### src/rtl/mips_cpu_muldiv_pkg.sv
// Shared types and constants for the MIPS HI/LO multiply/divide unit.
package mips_cpu_muldiv_pkg;

  typedef enum logic [1:0] {
    OP_MULT  = 2'b00,
    OP_MULTU = 2'b01,
    OP_DIV   = 2'b10,
    OP_DIVU  = 2'b11
  } op_t;

  typedef enum logic [1:0] {
    S_IDLE = 2'b00,
    S_RUN  = 2'b01,
    S_FIX  = 2'b10
  } state_t;

  localparam int unsigned MAX_W = 64;

  // Quotient reported for a zero divisor; truncated to the datapath width.
  localparam logic [MAX_W-1:0] DIV0_QUOT = '1;

endpackage

### src/rtl/mips_cpu_div_step.sv
// One combinational restoring-divide step: shift in a dividend bit, subtract if it fits.
module mips_cpu_div_step
  import mips_cpu_muldiv_pkg::*;
#(
  parameter int unsigned WIDTH = 32
) (
  input  logic [WIDTH-1:0] i_rem,
  input  logic             i_bit,
  input  logic [WIDTH-1:0] i_div,
  output logic [WIDTH-1:0] o_rem_c,
  output logic             o_qbit_c
);

  logic [WIDTH:0] w_shift;

  assign w_shift  = {i_rem, i_bit};
  assign o_qbit_c = (w_shift >= {1'b0, i_div});
  // Partial remainder stays below the divisor, so the low WIDTH bits always suffice.
  assign o_rem_c  = o_qbit_c ? WIDTH'(w_shift - {1'b0, i_div}) : WIDTH'(w_shift);

endmodule

### src/rtl/mips_cpu_muldiv.sv
// Iterative HI/LO multiply/divide unit (MULT/MULTU/DIV/DIVU, MTHI/MTLO).
// Define MIPS_MULDIV_FAST_MULT_EN for a single-cycle multiply path (IDLE -> FIX).
module mips_cpu_muldiv
  import mips_cpu_muldiv_pkg::*;
#(
  parameter int unsigned WIDTH = 32,
  parameter int unsigned CNT_W = 5
) (
  input  logic             clk,
  input  logic             rst,
  input  logic             start,
  input  logic [1:0]       op,
  input  logic [WIDTH-1:0] rs,
  input  logic [WIDTH-1:0] rt,
  input  logic             mthi,
  input  logic             mtlo,
  input  logic [WIDTH-1:0] wd,
  output logic             busy,
  output logic             done,
  output logic [WIDTH-1:0] hi,
  output logic [WIDTH-1:0] lo
);

  localparam int unsigned PW = 2 * WIDTH;

  state_t           r_state;
  logic [CNT_W-1:0] r_cnt;
  logic             r_is_div;
  logic             r_neg_q;
  logic             r_neg_r;
  logic             r_div0;
  logic [WIDTH-1:0] r_md;
  logic [PW-1:0]    r_p;
  logic [WIDTH-1:0] r_hi;
  logic [WIDTH-1:0] r_lo;
  logic             r_busy;
  logic             r_done;

  op_t              w_op;
  logic             w_signed;
  logic             w_is_div;
  logic             w_rs_neg;
  logic             w_rt_neg;
  logic [WIDTH-1:0] w_abs_rs;
  logic [WIDTH-1:0] w_abs_rt;
  logic [WIDTH-1:0] w_rem_c;
  logic             w_qbit_c;
  logic [WIDTH:0]   w_msum;
  logic [PW-1:0]    w_prod;
  logic [WIDTH-1:0] w_quot;
  logic [WIDTH-1:0] w_rem;

  assign w_op     = op_t'(op);
  assign w_signed = (w_op == OP_MULT) || (w_op == OP_DIV);
  assign w_is_div = (w_op == OP_DIV) || (w_op == OP_DIVU);
  assign w_rs_neg = w_signed & rs[WIDTH-1];
  assign w_rt_neg = w_signed & rt[WIDTH-1];
  assign w_abs_rs = w_rs_neg ? -rs : rs;
  assign w_abs_rt = w_rt_neg ? -rt : rt;

  // r_p holds {acc, multiplier} for multiply and {remainder, dividend/quotient} for divide.
  assign w_msum = {1'b0, r_p[PW-1:WIDTH]} + {1'b0, (r_p[0] ? r_md : WIDTH'(0))};
  assign w_prod = r_neg_q ? -r_p : r_p;
  assign w_quot = r_p[WIDTH-1:0];
  assign w_rem  = r_p[PW-1:WIDTH];

  mips_cpu_div_step #(
    .WIDTH (WIDTH)
  ) u_div_step (
    .i_rem    (r_p[PW-1:WIDTH]),
    .i_bit    (r_p[WIDTH-1]),
    .i_div    (r_md),
    .o_rem_c  (w_rem_c),
    .o_qbit_c (w_qbit_c)
  );

  always_ff @(posedge clk or negedge rst) begin
    if (!rst) begin
      r_state  <= S_IDLE;
      r_cnt    <= '0;
      r_is_div <= 1'b0;
      r_neg_q  <= 1'b0;
      r_neg_r  <= 1'b0;
      r_div0   <= 1'b0;
      r_md     <= '0;
      r_p      <= '0;
      r_hi     <= '0;
      r_lo     <= '0;
      r_busy   <= 1'b0;
      r_done   <= 1'b0;
    end else begin
      r_done <= 1'b0;
      case (r_state)
        S_IDLE: begin
          if (start) begin
            r_is_div <= w_is_div;
            r_neg_q  <= w_rs_neg ^ w_rt_neg;
            r_neg_r  <= w_rs_neg;
            r_div0   <= w_is_div && (rt == '0);
            r_cnt    <= CNT_W'(WIDTH - 1);
            r_busy   <= 1'b1;
            if (w_is_div) begin
              r_md    <= w_abs_rt;
              r_p     <= {WIDTH'(0), w_abs_rs};
              r_state <= S_RUN;
            end else begin
`ifdef MIPS_MULDIV_FAST_MULT_EN
              r_md    <= w_abs_rs;
              r_p     <= PW'(w_abs_rs) * PW'(w_abs_rt);
              r_state <= S_FIX;
`else
              r_md    <= w_abs_rs;
              r_p     <= {WIDTH'(0), w_abs_rt};
              r_state <= S_RUN;
`endif
            end
          end else begin
            if (mthi) r_hi <= wd;
            if (mtlo) r_lo <= wd;
          end
        end
        S_RUN: begin
          if (r_is_div) r_p <= {w_rem_c, r_p[WIDTH-2:0], w_qbit_c};
          else          r_p <= {w_msum, r_p[WIDTH-1:1]};
          r_cnt <= r_cnt - CNT_W'(1);
          if (r_cnt == '0) r_state <= S_FIX;
        end
        S_FIX: begin
          // Remainder follows the dividend's sign; a zero divisor leaves |rs| re-signed, i.e. raw rs.
          if (r_is_div) begin
            r_hi <= r_neg_r ? -w_rem : w_rem;
            r_lo <= r_div0 ? WIDTH'(DIV0_QUOT) : (r_neg_q ? -w_quot : w_quot);
          end else begin
            {r_hi, r_lo} <= w_prod;
          end
          r_busy  <= 1'b0;
          r_done  <= 1'b1;
          r_state <= S_IDLE;
        end
        default: r_state <= S_IDLE;
      endcase
    end
  end

  assign busy = r_busy;
  assign done = r_done;
  assign hi   = r_hi;
  assign lo   = r_lo;

endmodule

### config.mk
export PLATFORM = sky130hd
export DESIGN_NAME = mips_cpu_muldiv
export DESIGN_NICKNAME = d
export VERILOG_FILES = /design/src/rtl/mips_cpu_muldiv_pkg.sv /design/src/rtl/mips_cpu_div_step.sv /design/src/rtl/mips_cpu_muldiv.sv
export SDC_FILE = /design/constraint.sdc
export NUM_CORES = 1
export LEC_CHECK = 0
export CAP_MARGIN = 40
export CORE_MARGIN = 2
export CORE_UTILIZATION = 58
export CTS_BUF_LIST = sky130_fd_sc_hd__clkbuf_4
export DETAILED_ROUTE_END_ITERATION = 16
export PLACE_DENSITY = 0.79
export SYNTH_ARGS = -nofsm -noshare
export SYNTH_HDL_FRONTEND = slang
export SYNTH_SLANG_ARGS = --single-unit
### constraint.sdc
create_clock -name clk -period 10.25 [get_ports clk]
set_input_delay 2.5625 -clock clk [delete_from_list [all_inputs] [get_ports clk]]
set_output_delay 2.5625 -clock clk [all_outputs]
set_load 0.02 [all_outputs]
==> flow_metrics.tcl, run 1 <==
set metrics [dict create \
    synth.distinct_cells 75 \
    hold_class "flip-flop to flip-flop" \
    synth_area_leaders "dfrtp_1 29%, o21ai_0 6.3%, a21oi_1 6.0%" \
    fmax_mhz 193 \
    path_max_fanout 4 \
    yosysMostFrequentCell "nand2_1" \
    synth_enable_flop_cells 0 \
    grt_max_degree 76 \
    path_cells "clkdlybuf4s50_1 > or4_1 > nor4_1 > and4_1 > nor3b_1 > a21oi_1 > xnor2_1 > mux2_2 > o21ai_0" \
    leakagePower_nw 7.03 \
    synth_fp_nets 2120 \
    track_usage_pct 37.7 \
    slowest_stage "or4_1" \
    critPathLaunch "rs[7]" \
    fin_total_pwr_mw 6.48 \
    yosys-top-cells-count "202 x nand2_1, 194 x nor2_1, 190 x o21ai_0, 182 x a21oi_1, 173 x dfrtp_1" \
    syn_inst 1945 \
    cts_tree "built" \
    max_stage_delay_ns 0.60 \
    dp_cells 2345 \
    relSlewSlack_pct 35.9 \
    cts.sinks 173 \
    slew_viol_final 0 \
    period_share_pct 50.5 \
    reg2reg_depth 12 \
    setup_tns_ns 0 \
    min-delay-start "lo[28]" \
    wl_per_cell_um 21.7 \
    start_util_pct 58.6 \
    stdcell_area_mm2 0.0174 \
    num_vias 15400 \
    grt_pass1_wl_mm 79.3 \
    powerDensity_mw_per_mm2 373 \
    post_cts_buffers 0 \
    ys_ff_latch 173 \
    cts_buffer_depth 2 \
    gp_congestion 0.992 \
    cap_violations 0 \
    synth_top_cell_by_area "dfrtp_1" \
    route.detailed.drc 0 \
    place_area_mm2 0.0170 \
    ctsHoldBuffers 0 \
    grt_overflow_total 0 \
    ys_warn_count 0 \
    cp_num_cells 9 \
    fillCellCount 2270 \
    hold_viol 0 \
    cts_made_buffers 17 \
    vias_per_cell 6.49 \
    core_mm2 0.0258 \
    die_height_um 166 \
    syn_avg_cell_area_um2 7.78 \
    cts.repair.resized 0 \
    finalNonFillerCells 2378 \
    num_io_pins 169 \
    crit_family "simple AND/OR/NAND/NOR gates" \
    ff_latch_area_mm2 0.00433 \
    antenna_found_initial 1 \
    ant_nets 0 \
    multiInputGateArea_mm2 0.0101 \
    grt_pass1_vias 14200 \
    worstPathRequired_ns 10.80 \
    path_clk_slew_ns 0.18 \
    cts_root_buf "clkbuf_4" \
    setup_viol 0 \
    layout-drive-gt1-share_pct 4.46 \
    crit_path_start_kind "input port" \
    yosysTopAreaCellShare_pct 28.6 \
    end_kind "flip-flop" \
    critPathBufInv 1 \
    r2r_start "r_p[0]" \
    io_buffers 168 \
    dp_hpwl_mm 39.1 \
    die_w_um 166 \
    worstMarginPinSlew_ns 0.958 \
    dieArea_mm2 0.0274 \
    htreeDepth 4 \
    rsz0062_at_grt "false" \
    area_growth_pct 14.7 \
    outcome "finished, final reports clean" \
    async_reset_ff_share_pct 100 \
    cp.arrival_ns 5.73 \
    skew_ns 0.0363 \
    whs_path_depth 2 \
    critical_path_class "input port to flip-flop" \
    finalWorstSetupSlack_ns 5.07 \
    min_period_ns 5.18 \
    ys_seq_area_share_pct 28.6 \
    ys.flop_type "dfrtp_1" \
    firstDrtPassIters 7 \
    wirelength_mm 51.6 \
    nets 2204 \
    num_rows 59 \
    clkLatencyLatePin_ns 0.63 \
    synthesis.area_mm2 0.0151 \
    peakVddDrop_mv 0.252 \
    first_iter_violations 2198 \
    preCtsSetupSlack_ns 4.52 \
]
[where the power goes]
part           switching (mW)  internal, mW  leakage, nW
clock                   0.321         0.142        0.175
combinational            2.64          1.84         4.79
sequential              0.512          1.03         2.07
[area by class of cell]
| type | instances | area share, % |
|---|---|---|
| antenna | 1 | 0.0144 |
| inverter | 61 | 1.32 |
| multi-input combinational | 1584 | 58.3 |
| sequential | 173 | 24.9 |
| clock buffer | 17 | 0.735 |
| clock inverter | 15 | 1.24 |
| timing repair buffer | 192 | 11.0 |
| tap | 335 | 2.41 |
[state kept, by name, indices dropped and copies added, names as in the netlist]
name and flops:
r_p 64, hi 32, lo 32, r_md 32, r_cnt 5, r_state 2
busy 1, done 1, r_div0 1, r_is_div 1, r_neg_q 1, r_neg_r 1
[placed cells by master, fill, tap and decap left out, types with 23 or more instances in the layout]
master           Yosys  layout
ha_1                70      70
nor3_1              26      26
xor2_1              75      75
o211ai_1            29      29
o21ai_0            190     190
mux2i_1             62      62
a21o_1              26      26
nor2_1             194     194
dfrtp_1            173     172
nand3_1             35      35
o22ai_1             23      23
clkdlybuf4s50_1      0     166
a211oi_1            50      50
a21oi_1            182     182
o31ai_1             27      27
xnor2_1             94      94
nand2_1            202     201
a31oi_1             25      25
inv_1               60      60
[worst register-to-register path, stage by stage (launching register included)]
cell	delay, ns
dfrtp_1	0.50
inv_1	0.31
buf_4	0.38
nor2_1	0.11
ha_1	0.37
a21oi_1	0.34
a21boi_0	0.18
nor4_1	0.46
o221ai_1	0.38
a221oi_1	0.69
o21ai_0	0.22
a211o_1	0.33
a32o_1	0.25
[through the flow]
step | hold slack (ns) | utilization, %
global placement | 0.458 | 65.5
detailed placement | 0.471 | 65.9
global route | 0.530 | 67.2
floorplan | 0.450 | -
finish | 0.499 | 67.2
CTS | 0.505 | 67.2
[cells by family (layout without fill, tap and decap cells)]
logic type	Yosys count	count (layout)	synth area share, %
flops	173	173	28.6
mux	64	64	4.25
buf+inv	188	285	4.72
simple gates	616	616	19.2
xor+xnor	169	169	9.78
other cells	0	1	0
compound gates	663	663	27.4
fa+ha+maj	72	72	6.05
[worst paths after layout]
check,to,slack [ns]
setup / recovery,r_md[27],5.07
hold / removal,lo[28],0.50
setup reg to reg,r_p[63],5.64
hold reg to reg,lo[28],0.50
max in group asynchronous,r_is_div,7.39
min in group asynchronous,lo[10],1.80
[per-layer routing]
| metal | vias up | global-route usage, % | routed length, µm |
|---|---|---|---|
| met3 | 139 | 5.67 | 4920 |
| met1 | 7222 | 52.0 | 21500 |
| li1 | 7248 | - | - |
| met5 | - | 0 | 0 |
| met2 | 836 | 58.5 | 22700 |
| met4 | 0 | 17.5 | 2550 |
(Power assumes the default switching activity.)
==> inputs of run 2 (changes only) <==
Settings changed: CORE_UTILIZATION 58 to 54, PLACE_DENSITY 0.79 to 0.77.
Clock period 10.25 ns to 4.7 ns, I/O delays scaled along.
==> run 2 against run 1 <==
Net effect: flip-flop and latch count unchanged; register-to-register slack got worse by 5.1 ns; sequential share of layout area decreased by 0.17 points; global-route usage decreased by 2.0 points; highest routed layer unchanged; sequential power increased by 110%; core utilization decreased by 4.1 points; design area increased by 0.68%; count of clock-buffer cells in the layout increased by 1.
==> flow_metrics.tcl, run 2 (synthesis gave the netlist of run 1 again) <==
set metrics [dict create \
    outcome "finished, final reports clean" \
    r2r-end "r_p[62]" \
    ant_nets 0 \
    grt_pass1_vias 14400 \
    end_kind "flip-flop" \
    max_stage_delay_ns 0.76 \
    cts.repair.resized 0 \
    cts.sinks 173 \
    cts_tree "built" \
    crit_family "compound AO/OA/AOI/OAI gates" \
    grt_overflow_total 0 \
    path_cells "inv_1 > buf_4 > nor2_1 > ha_1 > a211oi_1 > nor2_1 > o21ai_0 > a21oi_1 > o31ai_1 > o31ai_1 > xnor2_1 > nor2_1 > a221o_1" \
    path_max_fanout 11 \
    largest_register_ffs 64 \
    critPathLaunch "r_p[0]" \
    cts_buffer_depth 2 \
    die_height_um 171 \
    r2r_start "r_p[0]" \
    fillCellCount 2515 \
    num_rows 61 \
    place_area_mm2 0.0172 \
    wl_per_cell_um 21.5 \
    r2r_slack_ns 0.59 \
    layout_common_cells "201 x nand2_1, 194 x nor2_1, 190 x o21ai_0" \
    wirelength_mm 52.3 \
    antenna_found_initial 2 \
    whs_ns 0.298 \
    skew_ns 0.0530 \
    cpMostUsedCell "nor2_1" \
    core_mm2 0.0277 \
    top_register "r_p" \
    vias_per_cell 6.39 \
    preCtsSetupSlack_ns 0.417 \
    critPathBufInv 2 \
    start_util_pct 54.6 \
    stdcell_area_mm2 0.0175 \
    die_w_um 171 \
    cap_violations 0 \
    htreeDepth 4 \
    period_share_pct 87.5 \
    dieArea_mm2 0.0294 \
    grt_pass1_wl_mm 80.9 \
    relSlewSlack_pct 42.3 \
    mostFrequentLayoutCell "nand2_1" \
    cp.arrival_ns 4.60 \
    setup_viol 0 \
    hold_class "input port to asynchronous set/reset pin" \
    gp_congestion 1.00 \
    leakagePower_nw 7.08 \
    cts_root_buf "clkbuf_4" \
    reg2reg_depth 13 \
    layout-drive-gt1-share_pct 5.11 \
    peakVddDrop_mv 0.373 \
    grt_max_degree 92 \
    dp_hpwl_mm 40.3 \
    rsz0062_at_grt "false" \
    post_cts_buffers 0 \
    first_iter_violations 1821 \
    critical_path_class "flip-flop to flip-flop" \
    min_period_ns 4.11 \
    area_growth_pct 15.5 \
    setup_tns_ns 0 \
    crit_path_start_kind "flip-flop" \
    path_clk_slew_ns 0.21 \
    clkLatencyLatePin_ns 0.62 \
    slew_viol_final 0 \
    ctsHoldBuffers 0 \
    powerDensity_mw_per_mm2 815 \
    cts_made_buffers 17 \
    num_io_pins 169 \
    fmax_mhz 243 \
    finalWorstSetupSlack_ns 0.588 \
    num_vias 15600 \
    worstPathRequired_ns 5.19 \
    hold_viol 0 \
    track_usage_pct 35.7 \
    worstMarginPinSlew_ns 0.863 \
    firstDrtPassIters 14 \
    route.detailed.drc 0 \
    io_buffers 168 \
    nets 2218 \
    slowest_stage "o31ai_1" \
]
run 2: power breakdown:
| part | internal, mW | total, mW | switching (mW) |
|---|---|---|---|
| sequential | 2.24 | 3.30 | 1.06 |
| combinational | 4.08 | 9.96 | 5.88 |
| clock | 0.313 | 0.991 | 0.678 |
run 2: metrics by stage:
stage | power, mW | utilization (%) | cells
floorplan | 9.90 | - | 1945
global placement | 12.8 | 61.8 | 2400
detailed placement | 13.0 | 61.9 | 2402
CTS | 14.0 | 63.1 | 2434
global route | 15.3 | 63.1 | 2435
finish | 14.2 | 63.1 | 2435
run 2: worst max-delay path by stage:
stage,slack (ns),depth (start not counted),end
after global routing,0.39,12,r_p[52]
after detailed placement,0.42,10,r_md[30]
after global placement,0.42,10,r_md[30]
after CTS,0.77,13,r_p[62]
final,0.59,13,r_p[62]
after floorplan,1.13,10,r_p[21]
run 2: routing by layer:
layer	global-route usage (%)	vias up	share of wire (%)
met5	0	-	0
met3	6.28	136	9.3
met2	55.0	800	43
met1	48.3	7371	42
li1	-	7261	-
met4	17.6	0	5.3
run 2: final cells by class:
type / instances / area [µm²] / area share [%]
Clock buffer: 18 / 135 / 0.773
Sequential cell: 173 / 4330 / 24.8
Multi-Input combinational cell: 1584 / 10100 / 57.9
Inverter: 61 / 229 / 1.31
Clock inverter: 14 / 193 / 1.10
Timing Repair Buffer: 206 / 2000 / 11.4
Antenna cell: 1 / 2.50 / 0.0143
Tap cell: 378 / 473 / 2.70
run 2: worst register-to-register path, cell delays in order, from the launching register on:
cell      delay (ns)
dfrtp_1         0.48
inv_1           0.20
buf_4           0.23
nor2_1          0.07
ha_1            0.23
a211oi_1        0.37
nor2_1          0.09
o21ai_0         0.57
a21oi_1         0.28
o31ai_1         0.76
o31ai_1         0.20
xnor2_1         0.18
nor2_1          0.06
a221o_1         0.28
